==> config.mk <==
export PLATFORM = sky130hd
export DESIGN_NAME = sseg_scan_driver
export DESIGN_NICKNAME = d
export VERILOG_FILES = /design/src/rtl/sseg_pkg.sv /design/src/rtl/sseg_slot_timer.sv /design/src/rtl/sseg_scan_driver.sv
export SDC_FILE = /design/constraint.sdc
export NUM_CORES = 1
export LEC_CHECK = 0
export BUFFER_PORTS_ARGS = -buffer_cell sky130_fd_sc_hd__buf_4
export CORE_UTILIZATION = 40
export DETAILED_ROUTE_END_ITERATION = 16
export GPL_TIMING_DRIVEN = 0
export MAX_ROUTING_LAYER = met4
export PLACE_DENSITY = 0.78
export SYNTH_ARGS = -nofsm -noshare
export SYNTH_HDL_FRONTEND = slang
export SYNTH_SLANG_ARGS = --single-unit
==> constraint.sdc <==
create_clock -name clk -period 2 [get_ports clk]
set_input_delay 0.2 -clock clk [delete_from_list [all_inputs] [get_ports clk]]
set_output_delay 0.2 -clock clk [all_outputs]
set_load 0.005 [all_outputs]
==> src/rtl/sseg_pkg.sv <==
//------------------------------------------------------------------------------
// Module  : sseg_pkg
// Brief   : Shared types and constants for the seven-segment scan driver.
// Revision: 1.0 - initial release
//------------------------------------------------------------------------------
`default_nettype none

package sseg_pkg;

  localparam int DIGITS = 8;
  localparam logic [7:0] SEG_BLANK = 8'hFF;
  localparam logic [7:0] AN_NONE   = 8'hFF;

  typedef logic [2:0] digit_idx_t;
  typedef logic [7:0] seg_t;

  // Active-low one-cold anode pattern for the selected digit.
  function automatic seg_t anode_drive(input digit_idx_t idx);
    return ~(seg_t'(1) << idx);
  endfunction

endpackage : sseg_pkg

`default_nettype wire

==> src/rtl/sseg_slot_timer.sv <==
//------------------------------------------------------------------------------
// Module  : sseg_slot_timer
// Brief   : Free-running refresh counter; yields digit select, PWM phase,
//           slot dead-time window (SSEG_DEADTIME_EN) and the frame tick.
// Revision: 1.0 - initial release
//------------------------------------------------------------------------------
`default_nettype none

module sseg_slot_timer
  import sseg_pkg::*;
#(
  parameter int N      = 18,
  parameter int DEAD_W = 2
) (
  input  logic       clk,
  input  logic       reset,
  output digit_idx_t sel,
  output logic [3:0] ph,
  output logic       dead,
  output logic       frame_tick
);

  localparam logic [N-1:0] CNT_ONE = {{(N-1){1'b0}}, 1'b1};

  logic [N-1:0] cnt_q, cnt_d;
  logic         frame_tick_q, frame_tick_d;

  if (N < 8 || DEAD_W > N - 4) begin : g_bad_params
    $error("sseg_slot_timer: need N >= 8 and DEAD_W <= N-4");
  end

  always_comb begin
    cnt_d        = cnt_q + CNT_ONE;
    frame_tick_d = &cnt_q;
  end

  always_ff @(posedge clk) begin
    if (reset) begin
      cnt_q        <= '0;
      frame_tick_q <= 1'b0;
    end else begin
      cnt_q        <= cnt_d;
      frame_tick_q <= frame_tick_d;
    end
  end

  assign sel        = cnt_q[N-1:N-3];
  assign ph         = cnt_q[N-4:N-7];
  assign frame_tick = frame_tick_q;

`ifdef SSEG_DEADTIME_EN
  // First 2^DEAD_W cycles of each slot keep every anode off.
  assign dead = (cnt_q[N-4:DEAD_W] == '0);
`else
  assign dead = 1'b0;
`endif

endmodule : sseg_slot_timer

`default_nettype wire

==> src/rtl/sseg_scan_driver.sv <==
//------------------------------------------------------------------------------
// Module  : sseg_scan_driver
// Brief   : 8-digit common-anode scan driver with blanking, PWM dimming and a
//           frame tick. Optional anode dead time via SSEG_DEADTIME_EN.
// Revision: 1.0 - initial release
//------------------------------------------------------------------------------
`default_nettype none

module sseg_scan_driver
  import sseg_pkg::*;
#(
  parameter int N      = 18,
  parameter int DEAD_W = 2
) (
  input  logic       clk,
  input  logic       reset,
  input  logic [7:0] in0,
  input  logic [7:0] in1,
  input  logic [7:0] in2,
  input  logic [7:0] in3,
  input  logic [7:0] in4,
  input  logic [7:0] in5,
  input  logic [7:0] in6,
  input  logic [7:0] in7,
  input  logic [7:0] dig_en,
  input  logic [3:0] bright,
  output logic [7:0] an,
  output logic [7:0] sseg,
  output logic       frame_tick
);

  digit_idx_t sel;
  logic [3:0] ph;
  logic       dead;
  logic       lit;
  seg_t       digit_seg;
  seg_t       an_q, an_d;
  seg_t       sseg_q, sseg_d;

  sseg_slot_timer #(
    .N      (N),
    .DEAD_W (DEAD_W)
  ) u_slot_timer (
    .clk        (clk),
    .reset      (reset),
    .sel        (sel),
    .ph         (ph),
    .dead       (dead),
    .frame_tick (frame_tick)
  );

  always_comb begin
    digit_seg = in0;
    case (sel)
      3'd0:    digit_seg = in0;
      3'd1:    digit_seg = in1;
      3'd2:    digit_seg = in2;
      3'd3:    digit_seg = in3;
      3'd4:    digit_seg = in4;
      3'd5:    digit_seg = in5;
      3'd6:    digit_seg = in6;
      default: digit_seg = in7;
    endcase
  end

  // Phase compare gives (bright+1)/16 duty; only dig_en can fully darken.
  always_comb begin
    lit    = dig_en[sel] & (ph <= bright) & ~dead;
    an_d   = AN_NONE;
    sseg_d = SEG_BLANK;
    if (lit) begin
      an_d   = anode_drive(sel);
      sseg_d = digit_seg;
    end
  end

  always_ff @(posedge clk) begin
    if (reset) begin
      an_q   <= AN_NONE;
      sseg_q <= SEG_BLANK;
    end else begin
      an_q   <= an_d;
      sseg_q <= sseg_d;
    end
  end

  assign an   = an_q;
  assign sseg = sseg_q;

endmodule : sseg_scan_driver

`default_nettype wire
==> results.md, run 1 <==
- Max clock buf depth: 2
- First-pass iteration count of the detailed router: 4
- Vias in the first global route: 1,903
- First-pass GRT wire length: between 8000 and 9000 microns
- Hold-fix buffers at CTS: 0
- Worst Skew: a little under 0.009 ns
- Mapped Avg Cell Area: just over 9 sq um
- Maxcap violations: 0
- N_diodes: 0
- Largest net degree at the start of global routing: 12
- Crit path time final: roughly 1.9 ns
- Synth Warn #: 0
- Part of the Yosys area used for sequential elements: 0.358
- Setup_tns: 0 ns
- H-tree levels: 2
- Cells along the critical path: ha_1, nor2b_1, o211ai_1, o2bb2ai_1, clkbuf_2, nand4_1
- # setup viols final: 0
- Hold Path Class: in -> reg
- Unique masters post-synth: 43
- Max IR drop VDD: 0.526 mV
- Critical Path RT: around 2.1 ns
- Worst path bufs/invs: 1
- CTS tree: built
- Number of vias per cell: 5.42
- Startpoint types: register
- Mapped cell area: about 2000 sq um
- RSZ-0062 raised after global routing: false
- Mean routed wirelength per cell: 14.4 microns
- Post-route insts no fill: approximately 380
- GRT Overall Usage: 0.218
- Worst slew pin tran: 0.474 ns
- Final HPWL DP: 4280 microns
- Initial Util: 0.415
- WL final: roughly 5400 microns
- CP Max Fanout: 10
- Pwr Total: between 1.5 and 2 mW
- Final period util: 0.931
- Final antenna-violating net count: 0
- Number of fill cells: ~410
- Relative slew margins: 0.684
- Fin. Hold Viols: 0
- DR vias: 2,044
- Worst-Skew Late Latency: 0.29 ns
- Synthesized flop and latch total: 35
- Clk pin slew, worst setup/hold paths: approximately 0.07 ns
- Core area: about 4700 sq um
- Post-CTS setup buffers: 0
- Number of DRC markers in iteration 0: between 90 and 100
- Die area: between 5000 and 6000 sq um
- Clock Sinks: 35
- Post-route DRC violation count: 0
- Critical path's slowest cell: dfxtp_1
- Synthesized Nets: ~290
- Fin nets: 393
- Die Wd: between 70 and 80 microns
- Post-Synthesis Cells: 210
- Layout area overhead: 45.6%
- Critical path class: reg -> reg
- Share of cells above drive strength 1: 0.400
- Family with the most delay on the worst path: compound AO/OA/AOI/OAI gates
- Fmax: around 0.54 GHz
- Total CTS buffers: 5
- Post-CTS Resized: 0
- Port Buf Inserts: 94
- Crit path DAT: around 2 ns
- CP Capture Type: register
- I/O Pins: 95
- Status: completed
- Placed Instances: roughly 370
- Clk root buf: clkbuf_8
- P per Cell Area: 541 nW/um^2
- Multi-input gate area: 1120 sq um
- Grt ovf: 0
- Rows: 25
- Pleak: 1.15 nW
- Placer Congestion: 0.801
- Reg area: between 700 and 800 sq um
- Crit-path max cell delay: ~0.4 ns
- Slew Viols, Final: 0
- Initial antenna violation count: 0
- Die Ht: 72.0 microns
## worst min-delay path, stage by stage
cell and delay, ns:
buf_4 0.08, a31oi_1 0.07, nand4_1 0.08
## per-stage QoR
step | util | hold slack [ns] | setup slack, ns | cell area [sq um]
final | 0.604 | 0.164 | 0.138 | 2850
after global placement | 0.582 | 0.445 | 0.0504 | 2750
after CTS | 0.604 | 0.170 | 0.0106 | 2850
after global routing | 0.604 | 0.165 | 0.0158 | 2850
after floorplan | - | 0.363 | 0.288 | 1960
after detailed placement | 0.582 | 0.457 | 0.0185 | 2750
## path summary, 6_finish.rpt
kind | from | end | slack, ns | depth (start not counted)
max | u_slot_timer.cnt_q[12] | sseg[7] | 0.14 | 6
min | in5[6] | sseg[6] | 0.16 | 3
max reg2reg | u_slot_timer.cnt_q[12] | sseg[7] | 0.14 | 6
min reg2reg | u_slot_timer.cnt_q[0] | u_slot_timer.cnt_q[0] | 0.46 | 1
## synthesized netlist by cell type (all sizes together)
cell | count | area share
a211oi | 3 | 0.012
a21oi | 7 | 0.018
a221o | 5 | 0.026
a221oi | 1 | 0.0045
a222oi | 1 | 0.0051
a22o | 2 | 0.0089
a2bb2oi | 1 | 0.0045
a31oi | 3 | 0.0096
and2 | 2 | 0.0070
and3 | 2 | 0.0064
and4 | 3 | 0.014
buf | 2 | 0.0051
clkbuf | 12 | 0.045
clkinv | 2 | 0.0038
dfxtp | 35 | 0.36
ha | 5 | 0.032
inv | 7 | 0.013
mux2 | 4 | 0.023
mux2i | 8 | 0.041
mux4 | 6 | 0.069
nand2 | 14 | 0.027
nand3 | 9 | 0.026
nand4 | 18 | 0.058
nor2 | 16 | 0.031
nor2b | 6 | 0.019
nor3 | 2 | 0.0051
nor4 | 1 | 0.0032
o211ai | 1 | 0.0038
o21ai | 6 | 0.015
o22a | 1 | 0.0045
o2bb2ai | 5 | 0.022
o31ai | 2 | 0.0077
or2 | 1 | 0.0032
or3 | 4 | 0.013
or4 | 3 | 0.012
xnor2 | 4 | 0.018
xor2 | 6 | 0.027
## cells by family after synthesis
family                     count (synthesis)  synth area share
AOI/OAI and AO/OA                         38             0.141
and+or+nand+nor                           81             0.224
buffers and inverters                     23            0.0677
xor gates and xnor gates                  10            0.0447
adders and majority gates                  5            0.0319
DFF                                       35             0.358
muxes                                     18             0.133
## area by class of cell
cell class                 instances  area share
multi-input combinational        152       0.394
clock buffer                       5      0.0241
timing repair buffer              94       0.247
buffer                            13      0.0338
sequential                        35       0.246
clock inverter                     2      0.0132
inverter                           9      0.0118
tap                               67      0.0294
## flip-flops by register name (all words and copies together), names as in the netlist
register and flops:
u_slot_timer.frame_tick 1, u_slot_timer.cnt_q 18, an 8, sseg 8
## layer usage
| layer | share of wire | vias to the layer above | track usage |
|---|---|---|---|
| li1 | - | 987 | - |
| met1 | 0.41 | 960 | 0.253 |
| met2 | 0.49 | 87 | 0.373 |
| met3 | 0.085 | 10 | 0.0583 |
| met4 | 0.013 | 0 | 0.0566 |
| met5 | 0 | - | - |
## cell usage in the layout (no fill, tap or decap), drive strengths merged, types with 7 or more instances in the layout
cell type,n
nand3,9
nand4,18
clkbuf,16
nor2,16
dfxtp,35
a21oi,7
inv,7
nand2,14
buf,96
mux2i,8
## where the power goes
group / internal [mW] / switching, mW
clock network: 0.364 / 0.255
logic: 0.141 / 0.0648
registers: 0.710 / 0.00797
(Power assumes the default switching activity.)
==> inputs of run 2 (changes only) <==
--- a/config.mk
+++ b/config.mk
@@ -11,6 +11,7 @@
 export GPL_TIMING_DRIVEN = 0
 export MAX_ROUTING_LAYER = met4
 export PLACE_DENSITY = 0.78
+export RECOVER_POWER = 100
 export SYNTH_ARGS = -nofsm -noshare
 export SYNTH_HDL_FRONTEND = slang
 export SYNTH_SLANG_ARGS = --single-unit
==> run 2 against run 1 <==
  * Sequential cell count unchanged
  * Final cell count is the same
  * Highest routed layer unchanged
  * Worst hold slack about the same
  * Largest power group unchanged
  * Core utilization fell by 0.48 points
==> results.md, run 2 (same netlist as run 1, synthesis figures left out) <==
- Largest register FFs: 18
- Relative slew margins: 0.683
- Clk root buf: clkbuf_8
- Number of vias per cell: around 5.4
- Switching Fraction: 0.214
- Number of DRC markers in iteration 0: 94
- Layout area overhead: 44.5%
- Multi-input gate area: about 1100 sq um
- Slew Viols, Final: 0
- Final HPWL DP: about 4300 microns
- Met3 usage: 0.0583
- Crit-path max cell delay: 0.51 ns
- Pleak: between 1 and 1.5 nW
- Met1 GRT Util: 0.253
- Leading cell type in the layout, fill and taps excluded: buf_4
- First-pass GRT wire length: 8560 microns
- WHS Endpoint: sseg[6]
- Max clock buf depth: 2
- Post-route DRC violation count: 0
- Post-CTS Resized: 0
- Sequential fraction of design power: 0.466
- Maxcap violations: 0
- Clock Sinks: 35
- Total CTS buffers: 5
- Reg-to-reg slack, setup: 0.15 ns
- Rows: 25
- N_diodes: 0
- Hold wc startpoint: in5[6]
- CTS tree: built
- Final antenna-violating net count: 0
- Hold-fix buffers at CTS: 0
- Number of fill cells: 419
- Net Sw Power: 0.329 mW
- Final non-filler cell area: between 2000 and 3000 sq um
- Crit path time final: around 1.9 ns
- Clk pin slew, worst setup/hold paths: roughly 0.07 ns
- CP Capture Type: register
- Critical path's slowest cell: or4_1
- Fmax: approximately 0.54 GHz
- Internal: roughly 1.2 mW
- Max IR drop VDD: 0.526 mV
- Cells along the critical path: nand3_2, or4_1, buf_2, or4_1, a21oi_1
- Worst-Skew Late Latency: about 0.29 ns
- Fin nets: roughly 390
- Register with the highest flop count: u_slot_timer.cnt_q
- Clock Power Share: 0.403
- RSZ-0062 raised after global routing: false
- Pwr Total: about 1.5 mW
- Die area: roughly 5200 sq um
- Grt ovf: 0
- Most numerous cell on the critical path: or4_1
- Port Buf Inserts: 94
- Crit Reg-Reg Endpoint: u_slot_timer.cnt_q[17]
- Fin. Hold Viols: 0
- FF-to-FF Start: u_slot_timer.cnt_q[2]
- Final period util: 0.926
- Critical Path RT: around 2.2 ns
- H-tree levels: 2
- Setup slack after layout: between 0.1 and 0.15 ns
- Setup_tns: 0 ns
- Reg area: approximately 700 sq um
- Hold Path Class: in -> reg
- Mean routed wirelength per cell: 14.4 microns
- # setup viols final: 0
- DR vias: approximately 2,000
- Vias in the first global route: around 1,900
- WL final: 5430 microns
- Critical path class: reg -> reg
- Crit path DAT: 2.07 ns
- I/O Pins: 95
- Die Wd: between 70 and 80 microns
- Placer Congestion: between 0.8 and 0.9
- Post-CTS setup buffers: 0
- Share of cells above drive strength 1: 0.384
- Initial antenna violation count: 0
- Met2 usage: 0.373
- Initial Util: 0.415
- Most frequent cells in the layout: buf_4 (76), dfxtp_1 (35), nand4_1 (18)
- Family with the most delay on the worst path: simple AND/OR/NAND/NOR gates
- P per Cell Area: between 500 and 600 nW/um^2
- Worst path bufs/invs: 1
- WHS: between 0.15 and 0.2 ns
- First-pass iteration count of the detailed router: 4
- Core area: ~4700 sq um
- Largest net degree at the start of global routing: 12
- Die Ht: between 70 and 80 microns
- Logic pwr share: 0.131
- Worst slew pin tran: between 0.4 and 0.5 ns
- Status: completed
- GR peak layer: met2
- Placed cell areas: 2750 sq um
- Hold Path Cell Cnt: 3
- GRT Overall Usage: 0.218
- R2R depth: 5
- Post-place setup slack: ~0.018 ns
- CP Max Fanout: 8
- Startpoint types: register
- Worst Skew: ~0.0086 ns
[run 2: cell count changes in the layout (fill, tap and decap cells not counted), sizes merged]
cell / before / now
clkbuf: 16 / 34
buf: 96 / 78
[run 2: worst max path at each step]
| stage | depth (start not counted) | from | endpoint |
|---|---|---|---|
| 5_1_grt | 6 | u_slot_timer.cnt_q[11] | sseg[0] |
| 4_1_cts | 6 | u_slot_timer.cnt_q[12] | sseg[7] |
| 2_1_floorplan | 5 | u_slot_timer.cnt_q[2] | u_slot_timer.cnt_q[17] |
| 3_5_place_dp | 6 | u_slot_timer.cnt_q[12] | sseg[7] |
| 6_report | 5 | u_slot_timer.cnt_q[2] | u_slot_timer.cnt_q[17] |
| 3_3_place_gp | 6 | u_slot_timer.cnt_q[12] | sseg[5] |
[run 2: per-layer routing]
metal  routed length (microns)  share of wire  vias up
met5                         0              0        -
met4                        61          0.011        0
met3                       445          0.082        7
met2                      2720           0.50       79
met1                      2200           0.41      973
li1                          -              -      986
[run 2: per-stage QoR]
stage | utilization | instances
4_1_cts | 0.604 | 378
6_report | 0.599 | 377
2_1_floorplan | - | 210
3_5_place_dp | 0.582 | 371
3_3_place_gp | 0.582 | 371
5_1_grt | 0.599 | 377
[run 2: layout make-up]
| cell class | instances | area share |
|---|---|---|
| Multi-Input combinational cell | 152 | 0.397 |
| Sequential cell | 35 | 0.248 |
| Timing Repair Buffer | 94 | 0.245 |
| Buffer | 13 | 0.0305 |
| Tap cell | 67 | 0.0296 |
| Clock buffer | 5 | 0.0243 |
| Clock inverter | 2 | 0.0133 |
| Inverter | 9 | 0.0119 |
[run 2: tightest hold or removal path, cell delays in order]
cell,delay (ns)
buf_4,0.08
a31oi_1,0.07
nand4_1,0.07
[run 2: power groups by stage]
| stage | Combinational (mW) | Clock, mW | Sequential (mW) |
|---|---|---|---|
| finish | 0.202 | 0.621 | 0.718 |
| global route | 0.218 | 0.663 | 0.719 |
| CTS | 0.206 | 0.630 | 0.718 |
| detailed placement | 0.205 | 0 | 0.734 |
| global placement | 0.201 | 0 | 0.734 |
| floorplan | 0.0632 | 0 | 0.734 |
